File: src/rtl/kgp_fetch_unit.sv
// KGP-RISC instruction fetch: PC, 1-cycle imem reads, small decode buffer, redirect flush.
// Optional perf counters (perf_fetched/perf_flushed) when FETCH_PERF_CNT_EN is defined.
module kgp_fetch_unit #(
  parameter int               ADDR_W     = 32,
  parameter int               DATA_W     = 32,
  parameter int               FIFO_DEPTH = 2,
  parameter logic [ADDR_W-1:0] RESET_PC  = '0,
  parameter int               PC_STEP    = 4,
  localparam int              PTR_W      = $clog2(FIFO_DEPTH),
  localparam int              CNT_W      = $clog2(FIFO_DEPTH) + 1
) (
  input  logic              clk,
  input  logic              rst,
  output logic              imem_req,
  output logic [ADDR_W-1:0] imem_addr,
  input  logic [DATA_W-1:0] imem_rdata,
  input  logic              redirect_valid,
  input  logic [ADDR_W-1:0] redirect_pc,
  input  logic              halt,
  output logic              dec_valid,
  input  logic              dec_ready,
  output logic [DATA_W-1:0] dec_instr,
  output logic [ADDR_W-1:0] dec_pc,
  output logic [CNT_W-1:0]  fifo_count
`ifdef FETCH_PERF_CNT_EN
  ,
  output logic [31:0]       perf_fetched,
  output logic [31:0]       perf_flushed
`endif
);

  typedef enum logic [1:0] {IDLE, RUN, HALTED} state_t;

  state_t              state_q, state_d;
  logic [ADDR_W-1:0]   pc_q, pc_d;
  logic [ADDR_W-1:0]   ret_pc_q;
  logic                inflight_q, drop_q;
  logic [DATA_W-1:0]   buf_instr_q [FIFO_DEPTH];
  logic [ADDR_W-1:0]   buf_pc_q    [FIFO_DEPTH];
  logic [PTR_W-1:0]    rd_ptr_q, wr_ptr_q;
  logic [CNT_W-1:0]    count_q, count_d;
  logic [CNT_W:0]      occ;
  logic                issue, push, pop;

  always_comb begin
    state_d = state_q;
    unique case (state_q)
      IDLE:    state_d = RUN;
      RUN:     if (halt) state_d = HALTED;
      HALTED:  if (!halt) state_d = RUN;
      default: state_d = IDLE;
    endcase
  end

  assign dec_valid  = (count_q != '0);
  assign pop        = dec_valid & dec_ready;
  // A pop this cycle frees a slot in time for the word issued now, keeping 1 instr/cycle.
  assign occ        = {1'b0, count_q} + {{CNT_W{1'b0}}, inflight_q} - {{CNT_W{1'b0}}, pop};
  assign issue      = (state_q == RUN) && !halt && !redirect_valid &&
                      (occ < (CNT_W+1)'(FIFO_DEPTH));
  assign push       = inflight_q && !drop_q && !redirect_valid;

  assign imem_req   = issue;
  assign imem_addr  = pc_q;
  assign fifo_count = count_q;
  assign dec_instr  = dec_valid ? buf_instr_q[rd_ptr_q] : '0;
  assign dec_pc     = dec_valid ? buf_pc_q[rd_ptr_q]    : '0;

  always_comb begin
    pc_d = pc_q;
    if (redirect_valid)
      pc_d = redirect_pc;
    else if (issue)
      pc_d = pc_q + ADDR_W'(PC_STEP);
  end

  always_comb begin
    count_d = count_q;
    if (redirect_valid)
      count_d = '0;
    else
      count_d = count_q + CNT_W'(push) - CNT_W'(pop);
  end

  always_ff @(posedge clk or negedge rst) begin
    if (!rst) begin
      state_q    <= IDLE;
      pc_q       <= RESET_PC;
      inflight_q <= 1'b0;
      drop_q     <= 1'b0;
      rd_ptr_q   <= '0;
      wr_ptr_q   <= '0;
      count_q    <= '0;
    end else begin
      state_q    <= state_d;
      pc_q       <= pc_d;
      inflight_q <= issue;
      drop_q     <= redirect_valid & inflight_q;
      count_q    <= count_d;
      if (redirect_valid) begin
        rd_ptr_q <= '0;
        wr_ptr_q <= '0;
      end else begin
        if (push) wr_ptr_q <= wr_ptr_q + 1'b1;
        if (pop)  rd_ptr_q <= rd_ptr_q + 1'b1;
      end
    end
  end

  // Buffer storage and return address carry no reset; occupancy gates their use.
  always_ff @(posedge clk) begin
    if (issue) ret_pc_q <= pc_q;
    if (push) begin
      buf_instr_q[wr_ptr_q] <= imem_rdata;
      buf_pc_q[wr_ptr_q]    <= ret_pc_q;
    end
  end

`ifdef FETCH_PERF_CNT_EN
  function automatic logic [31:0] sat_add(input logic [31:0] a, input logic [31:0] b);
    logic [32:0] s;
    s = {1'b0, a} + {1'b0, b};
    return s[32] ? 32'hFFFF_FFFF : s[31:0];
  endfunction

  logic [31:0] fetched_q, flushed_q, flush_amt;

  // Words lost to a redirect: buffered entries not taken by decode plus the returning word.
  assign flush_amt    = 32'(count_q) - 32'(pop) + 32'(inflight_q);
  assign perf_fetched = fetched_q;
  assign perf_flushed = flushed_q;

  always_ff @(posedge clk or negedge rst) begin
    if (!rst) begin
      fetched_q <= '0;
      flushed_q <= '0;
    end else begin
      fetched_q <= sat_add(fetched_q, 32'(push));
      if (redirect_valid) flushed_q <= sat_add(flushed_q, flush_amt);
    end
  end
`endif

endmodule

File: config.mk
export PLATFORM = sky130hd
export DESIGN_NAME = kgp_fetch_unit
export DESIGN_NICKNAME = d
export VERILOG_FILES = /design/src/rtl/kgp_fetch_unit.sv
export SDC_FILE = /design/constraint.sdc
export NUM_CORES = 1
export LEC_CHECK = 0
export BUFFER_PORTS_ARGS = -buffer_cell sky130_fd_sc_hd__buf_2
export CORE_MARGIN = 5
export CORE_UTILIZATION = 28
export CTS_CLUSTER_DIAMETER = 40
export CTS_CLUSTER_SIZE = 16
export DETAILED_ROUTE_END_ITERATION = 12
export MAX_ROUTING_LAYER = met4
export PLACE_DENSITY = 0.47
export SYNTH_ARGS = -nofsm -noshare
export SYNTH_HDL_FRONTEND = slang
export SYNTH_SLANG_ARGS = --single-unit
File: constraint.sdc
create_clock -name clk -period 4.2 [get_ports clk]
set_input_delay 0.21 -clock clk [delete_from_list [all_inputs] [get_ports clk]]
set_output_delay 0.21 -clock clk [all_outputs]
set_load 0.1 [all_outputs]
# Word-level counts from Yosys, hierarchy flattened
# Memory sizes are Yosys's and may differ from the RTL's.
# Index checks and enable logic that the tools add are counted.
[op_classes]
add_sub_neg = 7
mul = 0
div = 0
magnitude_cmp = 1
eq_ne = 4
shift = 0
mux = 14
n_bitwise = 2
reduce_logical = 14
[op_table]
columns = ["operator", "count"]
rows = [
  ["two-way mux 32 bit", 4],
  ["adder 32 x 3 -> 32 bit (second input constant)", 1],
  ["nonzero test 2 bit", 4],
  ["two-way mux 1 bit", 6],
  ["two-way mux 2 bit", 3],
  ["case mux 2 bit (3 select lines)", 1],
  ["logical AND 1 bit", 5],
  ["inequality test 2 bit (second input constant)", 2],
  ["adder 2 x 1 -> 3 bit", 1],
  ["zero test 1 bit", 3],
  ["< comparator 3 x 2 -> 1 bit (second input constant)", 1],
  ["subtractor 3 x 1 -> 3 bit", 1],
  ["adder 1 bit (second input constant)", 2],
  ["adder 2 x 1 -> 2 bit", 1],
  ["bitwise AND 1 bit", 2],
  ["equality test 2 x 1 -> 1 bit (second input constant)", 1],
  ["equality test 2 bit (second input constant)", 1],
  ["zero test 2 bit", 1],
  ["AND reduction 2 bit", 1],
  ["subtractor 2 x 1 -> 2 bit", 1],
]
[totals]
register_bits = 72
latchBits = 0
mem_bits_rw = 128
mem_bits_ro = 0
inputBits = 69
output_inout_bits = 100
word_cells = 52
n_memories = 2
[memory_table]
columns = ["name", "words", "word_bits", "rd", "rd_clocked_by_memory_dff", "wr", "line_no", "rtl"]
rows = [
  ["buf_instr_q", 2, 32, 1, 0, 1, "38", "logic [DATA_W-1:0] buf_instr_q [FIFO_DEPTH];"],
  ["buf_pc_q", 2, 32, 1, 0, 1, "39", "logic [ADDR_W-1:0] buf_pc_q [FIFO_DEPTH];"],
]

# Logic depth before layout (Yosys ltp)
# Gate-level depths: netlist (run 1).
[logic_depth]
word_depth = 7
ltp_mapped = 11
depth_no_buf = 10

# Worst setup path after synthesis (run 1)
# OpenSTA, ideal clock, no wires.
[synth_path]
path_kind = "register to register"
startpoint = "reg count_q[1] (netlist: fifo_count[1])"
endpoint = "reg pc_q[31] (netlist: imem_addr[31])"
setup_time_ns = 0.081
arrival_ns = 5.964
required_ns = 4.119
setup_slack_ns = -1.845
stages_incl_launch_ff = 10
path_buffers = 0
period_less_slack_ns = 6.045
path_cell_list = "dfrtp_1 nor2_1 inv_1 and2_1 nor2b_1 fa_1 xnor2_2 nand2_1 nor2_1 a221o_1"
[synth_between]
elab_chain_cells = 6
word_cells_on_any_way = 7
cone_classes = "2 x add/sub; 1 x order compare; 1 x bitwise; 3 x reduce/logical"
[synth_rtl]
columns = ["element", "line_no", "rtl"]
rows = [
  ["start: declaration", "41", "logic [CNT_W-1:0] count_q, count_d;"],
  ["start signal: assignment", "99", "count_q <= count_d;"],
  ["nonzero test 2 bit", "55", "assign dec_valid = (count_q != '0);"],
  ["via dec_valid", "20", "output logic dec_valid,"],
  ["bitwise AND 1 bit", "56", "assign pop = dec_valid & dec_ready;"],
  ["subtractor 3 x 1 -> 3 bit", "58", "assign occ = {1'b0, count_q} + {{CNT_W{1'b0}}, inflight_q} - {{CNT_W{1'b0}}, pop};"],
  ["< comparator 3 x 2 -> 1 bit", "60", "(occ < (CNT_W+1)'(FIFO_DEPTH));"],
  ["logical AND 1 bit", "59", "assign issue = (state_q == RUN) && !halt && !redirect_valid &&"],
  ["via imem_req", "14", "output logic imem_req,"],
  ["nonzero test 2 bit (no source line)", "n/a", ""],
  ["end signal: assignment", "96", "pc_q <= pc_d;"],
  ["end: declaration", "35", "logic [ADDR_W-1:0] pc_q, pc_d;"],
]
# The timed path passes the listed nets, and every way through them passes these cells.
# A chain may end at the register's enable or synchronous reset.

# Final worst setup path (run 1)
[layout_path]
startpoint = "reg count_q[1] (netlist: fifo_count[1])"
endpoint = "out imem_req"
[layout_between]
elab_chain_cells = 5
word_cells_on_any_way = 6
cone_classes = "2 x add/sub; 1 x order compare; 1 x bitwise; 2 x reduce/logical"
[layout_rtl]
columns = ["element", "line_no"]
rows = [
  ["parallel branches: the longest is 2 deep, another holds adder 2 x 1 -> 3 bit", "n/a"],
  ["subtractor 3 x 1 -> 3 bit *", "58"],
  ["< comparator 3 x 2 -> 1 bit *", "60"],
  ["logical AND 1 bit *", "59"],
  ["end: declaration", "14"],
]
# Mark *: on every way between the ends.

==> results of run 1 <==
per-stage QoR:
stage               total power, mW   util
CTS                            8.26  0.367
detailed placement             6.57  0.329
global placement               6.54  0.329
global route                   8.47  0.367
finish                         8.14  0.367
floorplan                      5.83      -
worst paths after layout:
check | endpoint | slack (ns) | from
min | imem_addr[18] | 0.02 | redirect_pc[18]
max | imem_req | 0.98 | fifo_count[1]
max in group asynchronous | rd_ptr_q | 2.94 | rst
max reg2reg | ret_pc_q[31] | 1.05 | fifo_count[1]
min in group asynchronous | imem_addr[18] | 0.50 | rst
min reg2reg | buf_pc_q[0][27] | 0.44 | ret_pc_q[27]
cell families (layout without fill, tap and decap cells):
| logic type | count (synthesis) | after routing | synth area share |
|---|---|---|---|
| DFF | 200 | 200 | 0.717 |
| and+or+nand+nor | 172 | 172 | 0.115 |
| muxes | 67 | 67 | 0.0832 |
| xor gates and xnor gates | 36 | 36 | 0.0399 |
| AOI/OAI and AO/OA | 32 | 32 | 0.0207 |
| buffers and inverters | 31 | 265 | 0.0173 |
| adders and majority gates | 4 | 4 | 0.00711 |
worst reg2reg max path, stage by stage, from the launching register on:
cell and delay [ns]:
dfrtp_2 0.48, nor2_4 0.13, inv_1 0.06, and2_1 0.19
nor2b_1 0.15, fa_1 0.43, xnor2_2 0.34, nand2_1 0.25
nor2_4 0.33, buf_4 0.43
timing repair:
action,4_1_cts,5_1_grt
endpoints found under the hold margin,101,0
hold buffers,52,0
resized for setup,0,0
buffers inserted,0,0
endpoints found under the setup margin,0,0
power breakdown:
part	switching, mW	total [mW]	internal (mW)	leakage (nW)
Combinational	3.24	3.89	0.644	1.71
Sequential	0.234	2.62	2.39	1.94
Clock	0.726	1.63	0.906	0.289
final cells by class:
| type | count | share of cell area |
|---|---|---|
| Timing Repair Buffer | 228 | 0.137 |
| Sequential cell | 200 | 0.553 |
| Tap cell | 384 | 0.0457 |
| Clock buffer | 20 | 0.0425 |
| Inverter | 5 | 0.00179 |
| Clock inverter | 12 | 0.0134 |
| Multi-Input combinational cell | 311 | 0.207 |
registers in the layout, indices dropped and copies added, names as in the netlist:
signal / flops
buf_instr_q: 64
rd_ptr_q: 1
buf_pc_q: 64
state_q: 2
imem_addr: 32
ret_pc_q: 32
wr_ptr_q: 1
fifo_count: 2
drop_q: 1
inflight_q: 1
cells in the mapped netlist, types with 2 or more instances:
master	instances	area [µm²]
edfxtp_1	160	4800
buf_1	6	22.5
nor4_1	4	25.0
xnor2_1	22	193
dfrtp_1	40	1000
mux2_2	2	22.5
nand2_1	42	158
and4_1	3	26.3
nor4_4	3	63.8
o21ai_1	10	50.1
and3_1	2	12.5
mux2i_1	65	651
clkbuf_1	10	37.5
nand4_1	7	43.8
inv_1	5	18.8
buf_4	2	15.0
ha_1	3	37.5
xor2_1	13	114
nor4_2	4	50.1
o21ai_0	19	95.1
nand4_4	3	63.8
nand3_1	7	35.0
nor3_1	6	30.0
nor2_1	74	278
nor2b_1	3	18.8
buf_2	7	35.0
and2_1	9	56.3
layer usage:
metal / up-vias / wire (µm)
met4: 0 / 273
li1: 2407 / -
met1: 2373 / 9490
met2: 131 / 9380
met3: 14 / 835
met5: - / 0
==> impl_results.md, run 1 <==
- Detailed-route DRC error count: 0
- Final setup violation count: 0
- Most frequent cells in the layout: buf_2 (167), edfxtp_1 (160), nor2_1 (70)
- CTS Sinks: 200
- Async SR Flop Fraction: 0.200
- WS Path Type: register to output pin
- I/O pins: 169
- Min Hold Slack: 0.0196 ns
- Met1 usage: 0.163
- Clock tree root driver cell: clkbuf_16
- Startpoint Class: register
- Post-DR vias/cell: 4.25
- GR Layer Usage met3: 0.0321
- Skew final: 0.0161 ns
- First-pass GRT wire length: 30900 µm
- Vias in the first global route: 5309
- # fillers: 2785
- Row cnt: 62
- Distinct cell type count of the synthesized netlist: 38
- Synthesized Nets: 615
- Critical Path Stages: 9
- Area Overhead vs Synth: 29.9%
- Antenna viol nets, final: 0
- Crit-path most repeated cell: nor2_4
- Global route overflow: 0
- Crit path max-delay cell type: dfrtp_2
- Layout cell share with drive strength beyond 1: 0.295
- Post-synth EDFFs: 160
- Met2 track demand over resource: 0.199
- CTS tree: done
- Max-slew headroom: 0.309
- WP buf/inv: 2
- Max VDD drop: 0.616 mV
- Number of detailed-route iterations in the first pass: 4
- Via count: 4925
- Cells on worst reg2reg path: 9
- Peak Freq: 311 MHz
- CTS Buf Count: 17
- #FFs+latches synth: 200
- Slew Limit Fails: 0
- Crit path DAT: 3.01 ns
- Final Non-Filler Cells: 1160
- Maximum clock path buffer count: 2
- Unrepaired setup endpoints after global routing: false
- Final hold violations: 0
- HPWL Detailed: 13300 µm
- Final period utilization: 0.766
- Initial DRC count: 231
- Synth Warn #: 0
- Placed Area: 9410 µm²
- CP Cell Sequence: nor2_4, inv_1, and2_1, nor2b_1, fa_1, xnor2_2, nand2_1, nor2_4, buf_12
- Post-synthesis sequential area ratio: 0.717
- Final WL: 20000 µm
- Most common cell after layout, fill and taps aside: buf_2
- Initial antenna violation count: 0
- Design area: 10500 µm²
- CP max FO: 9
- Prevailing post-synth register cell: edfxtp_1
- GRT busiest layer: met2
- Skew-Pair Late Insertion Delay: 0.42 ns
- Area of the multi-input gates: 2180 µm²
- Clock-pin slew on the worst setup and hold paths: 0.08 ns
- Worst-margin pin slew: 1.04 ns
- HP Class: primary input to register
- Initial Utilization: 0.283
- Leakage Power: 3.94 nW
- Core area: 28600 µm²
- FF+latch area: 5810 µm²
- Max Cap Violations: 0
- Final worst slack: 0.984 ns
- Setup TNS: 0 ns
- Min-Delay Path Depth: 3
- Status: complete, no violations
- Pwr dens: 774 nW/µm²
- Synth Instances: 542
- Worst EP required: 3.99 ns
- Layout Nets: 836
- Die area: 32400 µm²
- Avg Inst Size Synth: 14.9 µm²
- Diodes inserted: 0
- GPL Wtd Cong: 0.773
- Critical Path Max Stage Delay: 0.48 ns
- DP Cell Count: 1076
- Die height: 180 µm
- WL per Instance: 17.2 µm
- # port buffers: 168
- GRT Util Overall: 0.126
- Die X: 180 µm
- Setup crit end kind: output pin
- Mapped Area: 8090 µm²
- Top Family by Delay on Critical Path: simple AND/OR/NAND/NOR gates
- Post-place setup slack: 1.03 ns
- H-tree depth: 4
- Fin crit period: 3.22 ns
- Largest net degree at the start of global routing: 69
Note: power is estimated with default switching activity, not from simulation.
==> run 2: changes to the inputs <==
Clock period 4.2 ns to 3.27 ns, I/O delays scaled along.
==> impl_results.md, run 2 (synthesis results as in run 1) <==
- Skew-Pair Late Insertion Delay: 0.43 ns (was 0.42 ns)
- Slew Limit Fails: 0 (unchanged)
- Crit-path most repeated cell: nor2_4 (unchanged)
- CP Cell Sequence: nor2_4, clkinvlp_4, and2_4, nor2b_4, fa_2, and4bb_4, nand2_4, nor2_4, buf_4, buf_12 (was nor2_4, inv_1, and2_1, nor2b_1, fa_1, xnor2_2, nand2_1, nor2_4, buf_12)
- Max Cap Violations: 0 (unchanged)
- Leakage Power: 4.03 nW (was 3.94 nW)
- Final period utilization: 0.958
- Max-slew headroom: 0.294 (was 0.309)
- Min Hold Slack: 0.0257 ns (was 0.0196 ns)
- Die X: 180 µm (unchanged)
- Most frequent cells in the layout: buf_2 (167), edfxtp_1 (160), nor2_1 (70) (unchanged)
- Row cnt: 62 (unchanged)
- CTS Buf Count: 17 (unchanged)
- I/O pins: 169 (unchanged)
- CP max FO: 8 (was 9)
- WS Path Type: register to output pin (unchanged)
- Met1 usage: 0.170 (was 0.163)
- Initial Utilization: 0.283 (unchanged)
- Diodes inserted: 0 (unchanged)
- Crit path DAT: 2.97 ns (was 3.01 ns)
- CTS Sinks: 200 (unchanged)
- GPL Wtd Cong: 0.756 (was 0.773)
- Met2 track demand over resource: 0.204 (was 0.199)
- CTS tree: done (unchanged)
- Final setup violation count: 0 (unchanged)
- Unrepaired setup endpoints after global routing: false (unchanged)
- Die height: 180 µm (unchanged)
- Max VDD drop: 1.01 mV (was 0.616 mV)
- Worst EP required: 3.11 ns (was 3.99 ns)
- Final hold violations: 0 (unchanged)
- Antenna viol nets, final: 0 (unchanged)
- Initial antenna violation count: 0 (unchanged)
- Comb power frac: 0.490 (was 0.477)
- Critical Path Max Stage Delay: 0.54 ns (was 0.48 ns)
- HPWL Detailed: 13100 µm (was 13300 µm)
- HP Class: primary input to register (unchanged)
- Setup crit end kind: output pin (unchanged)
- Switching part of the total: 0.522 (was 0.516)
- Area Overhead vs Synth: 33.1% (was 29.9%)
- Vias in the first global route: 5442 (was 5309)
- Fin crit period: 3.13 ns
- GR Layer Usage met3: 0.0301 (was 0.0321)
- First-pass GRT wire length: 31900 µm (was 30900 µm)
- Maximum clock path buffer count: 2 (unchanged)
- Core area: 28600 µm² (unchanged)
- Post-DR vias/cell: 4.40 (was 4.25)
- Pwr dens: 982 nW/µm² (was 774 nW/µm²)
- Postcts setup bufs: 0 (unchanged)
- H-tree depth: 4 (unchanged)
- Sequential Power Share: 0.311 (was 0.322)
- Crit path max-delay cell type: dfrtp_4 (was dfrtp_2)
- GRT Util Overall: 0.129 (was 0.126)
- Sw power: 5.52 mW (was 4.20 mW)
- Number of detailed-route iterations in the first pass: 4 (unchanged)
- Global route overflow: 0 (unchanged)
- Layout Nets: 850 (was 836)
- Startpoint Class: register (unchanged)
- Peak Freq: 319 MHz
- Via count: 5161 (was 4925)
- Placed Area: 9540 µm² (was 9410 µm²)
- Skew final: 0.00930 ns (was 0.0161 ns)
- # fillers: 2752 (was 2785)
- Worst-margin pin slew: 1.06 ns (was 1.04 ns)
- Largest registers: buf_instr_q x64, buf_pc_q x64 (unchanged)
- Clk pwr share: 0.198 (was 0.201)
- Final WL: 20300 µm (was 20000 µm)
- Largest net degree at the start of global routing: 65 (was 69)
- Clock tree root driver cell: clkbuf_16 (unchanged)
- Initial DRC count: 314 (was 231)
- Clock-pin slew on the worst setup and hold paths: 0.07 ns (was 0.08 ns)
- Status: complete, no violations (unchanged)
- Die area: 32400 µm² (unchanged)
- Design area: 10800 µm² (was 10500 µm²)
- # port buffers: 168 (unchanged)
- Layout cell share with drive strength beyond 1: 0.305 (was 0.295)
- GRT busiest layer: met2 (unchanged)
- Most common cell after layout, fill and taps aside: buf_2 (unchanged)
- Int Pwr: 5.05 mW (was 3.94 mW)
- Detailed-route DRC error count: 0 (unchanged)
- WL per Instance: 17.3 µm (was 17.2 µm)
[run 2: cell type report]
class | instances | area, µm² | area share
inverter | 5 | 22.5 | 0.00209
clock inverter | 14 | 155 | 0.0144
tap | 384 | 480 | 0.0446
multi-input combinational | 311 | 2250 | 0.209
sequential | 200 | 5820 | 0.540
clock buffer | 17 | 425 | 0.0395
timing repair buffer | 242 | 1620 | 0.151
[run 2: timing repair]
item | in CTS | in global routing
setup endpoints to repair | 0 | 0
hold endpoints to repair | 137 | 0
gates resized for setup | 0 | 0
hold buffers | 65 | 0
[run 2: worst max-delay path: cells and delay by family, from the launching register on]
| family | cells | cell delay, ns |
|---|---|---|
| buffers and inverters | 3 | 0.50 |
| DFF | 1 | 0.54 |
| adders and majority gates | 1 | 0.51 |
| and+or+nand+nor | 6 | 0.97 |
[run 2: metrics by stage]
| step | util | power (mW) | setup TNS, ns | cells | setup slack (ns) |
|---|---|---|---|---|---|
| 3_3_place_gp | 0.333 | 8.49 | 0 | 1077 | 0.520 |
| 5_1_grt | 0.376 | 11.0 | 0 | 1173 | 0.0110 |
| 3_5_place_dp | 0.333 | 8.54 | 0 | 1077 | 0.476 |
| 4_1_cts | 0.376 | 10.7 | 0 | 1173 | 0.0839 |
| 2_1_floorplan | - | 7.57 | -23.23 | 542 | -0.674 |
| 6_report | 0.376 | 10.6 | 0 | 1173 | 0.138 |
[run 2: metal layers]
layer	up-vias	wire length [µm]
met3	15	915
met2	162	9630
li1	2433	-
met5	-	0
met4	0	255
met1	2551	9490
[run 2: final timing paths]
path,slack [ns],endpoint,depth (start not counted),from
setup / recovery,0.14,imem_req,10,fifo_count[1]
hold / removal,0.03,imem_addr[31],2,redirect_pc[31]
setup reg to reg,0.46,imem_addr[27],10,fifo_count[1]
hold reg to reg,0.45,buf_pc_q[1][5],0,ret_pc_q[5]
max in group asynchronous,2.04,fifo_count[0],2,rst
min in group asynchronous,0.47,imem_addr[15],2,rst
[run 2: power by group through the flow]
stage	registers, mW	clock network, mW	logic (mW)
2_1_floorplan	3.69	0	3.89
5_1_grt	3.33	2.28	5.40
6_report	3.29	2.10	5.18
3_5_place_dp	3.36	0	5.18
4_1_cts	3.30	2.17	5.25
3_3_place_gp	3.34	0	5.15
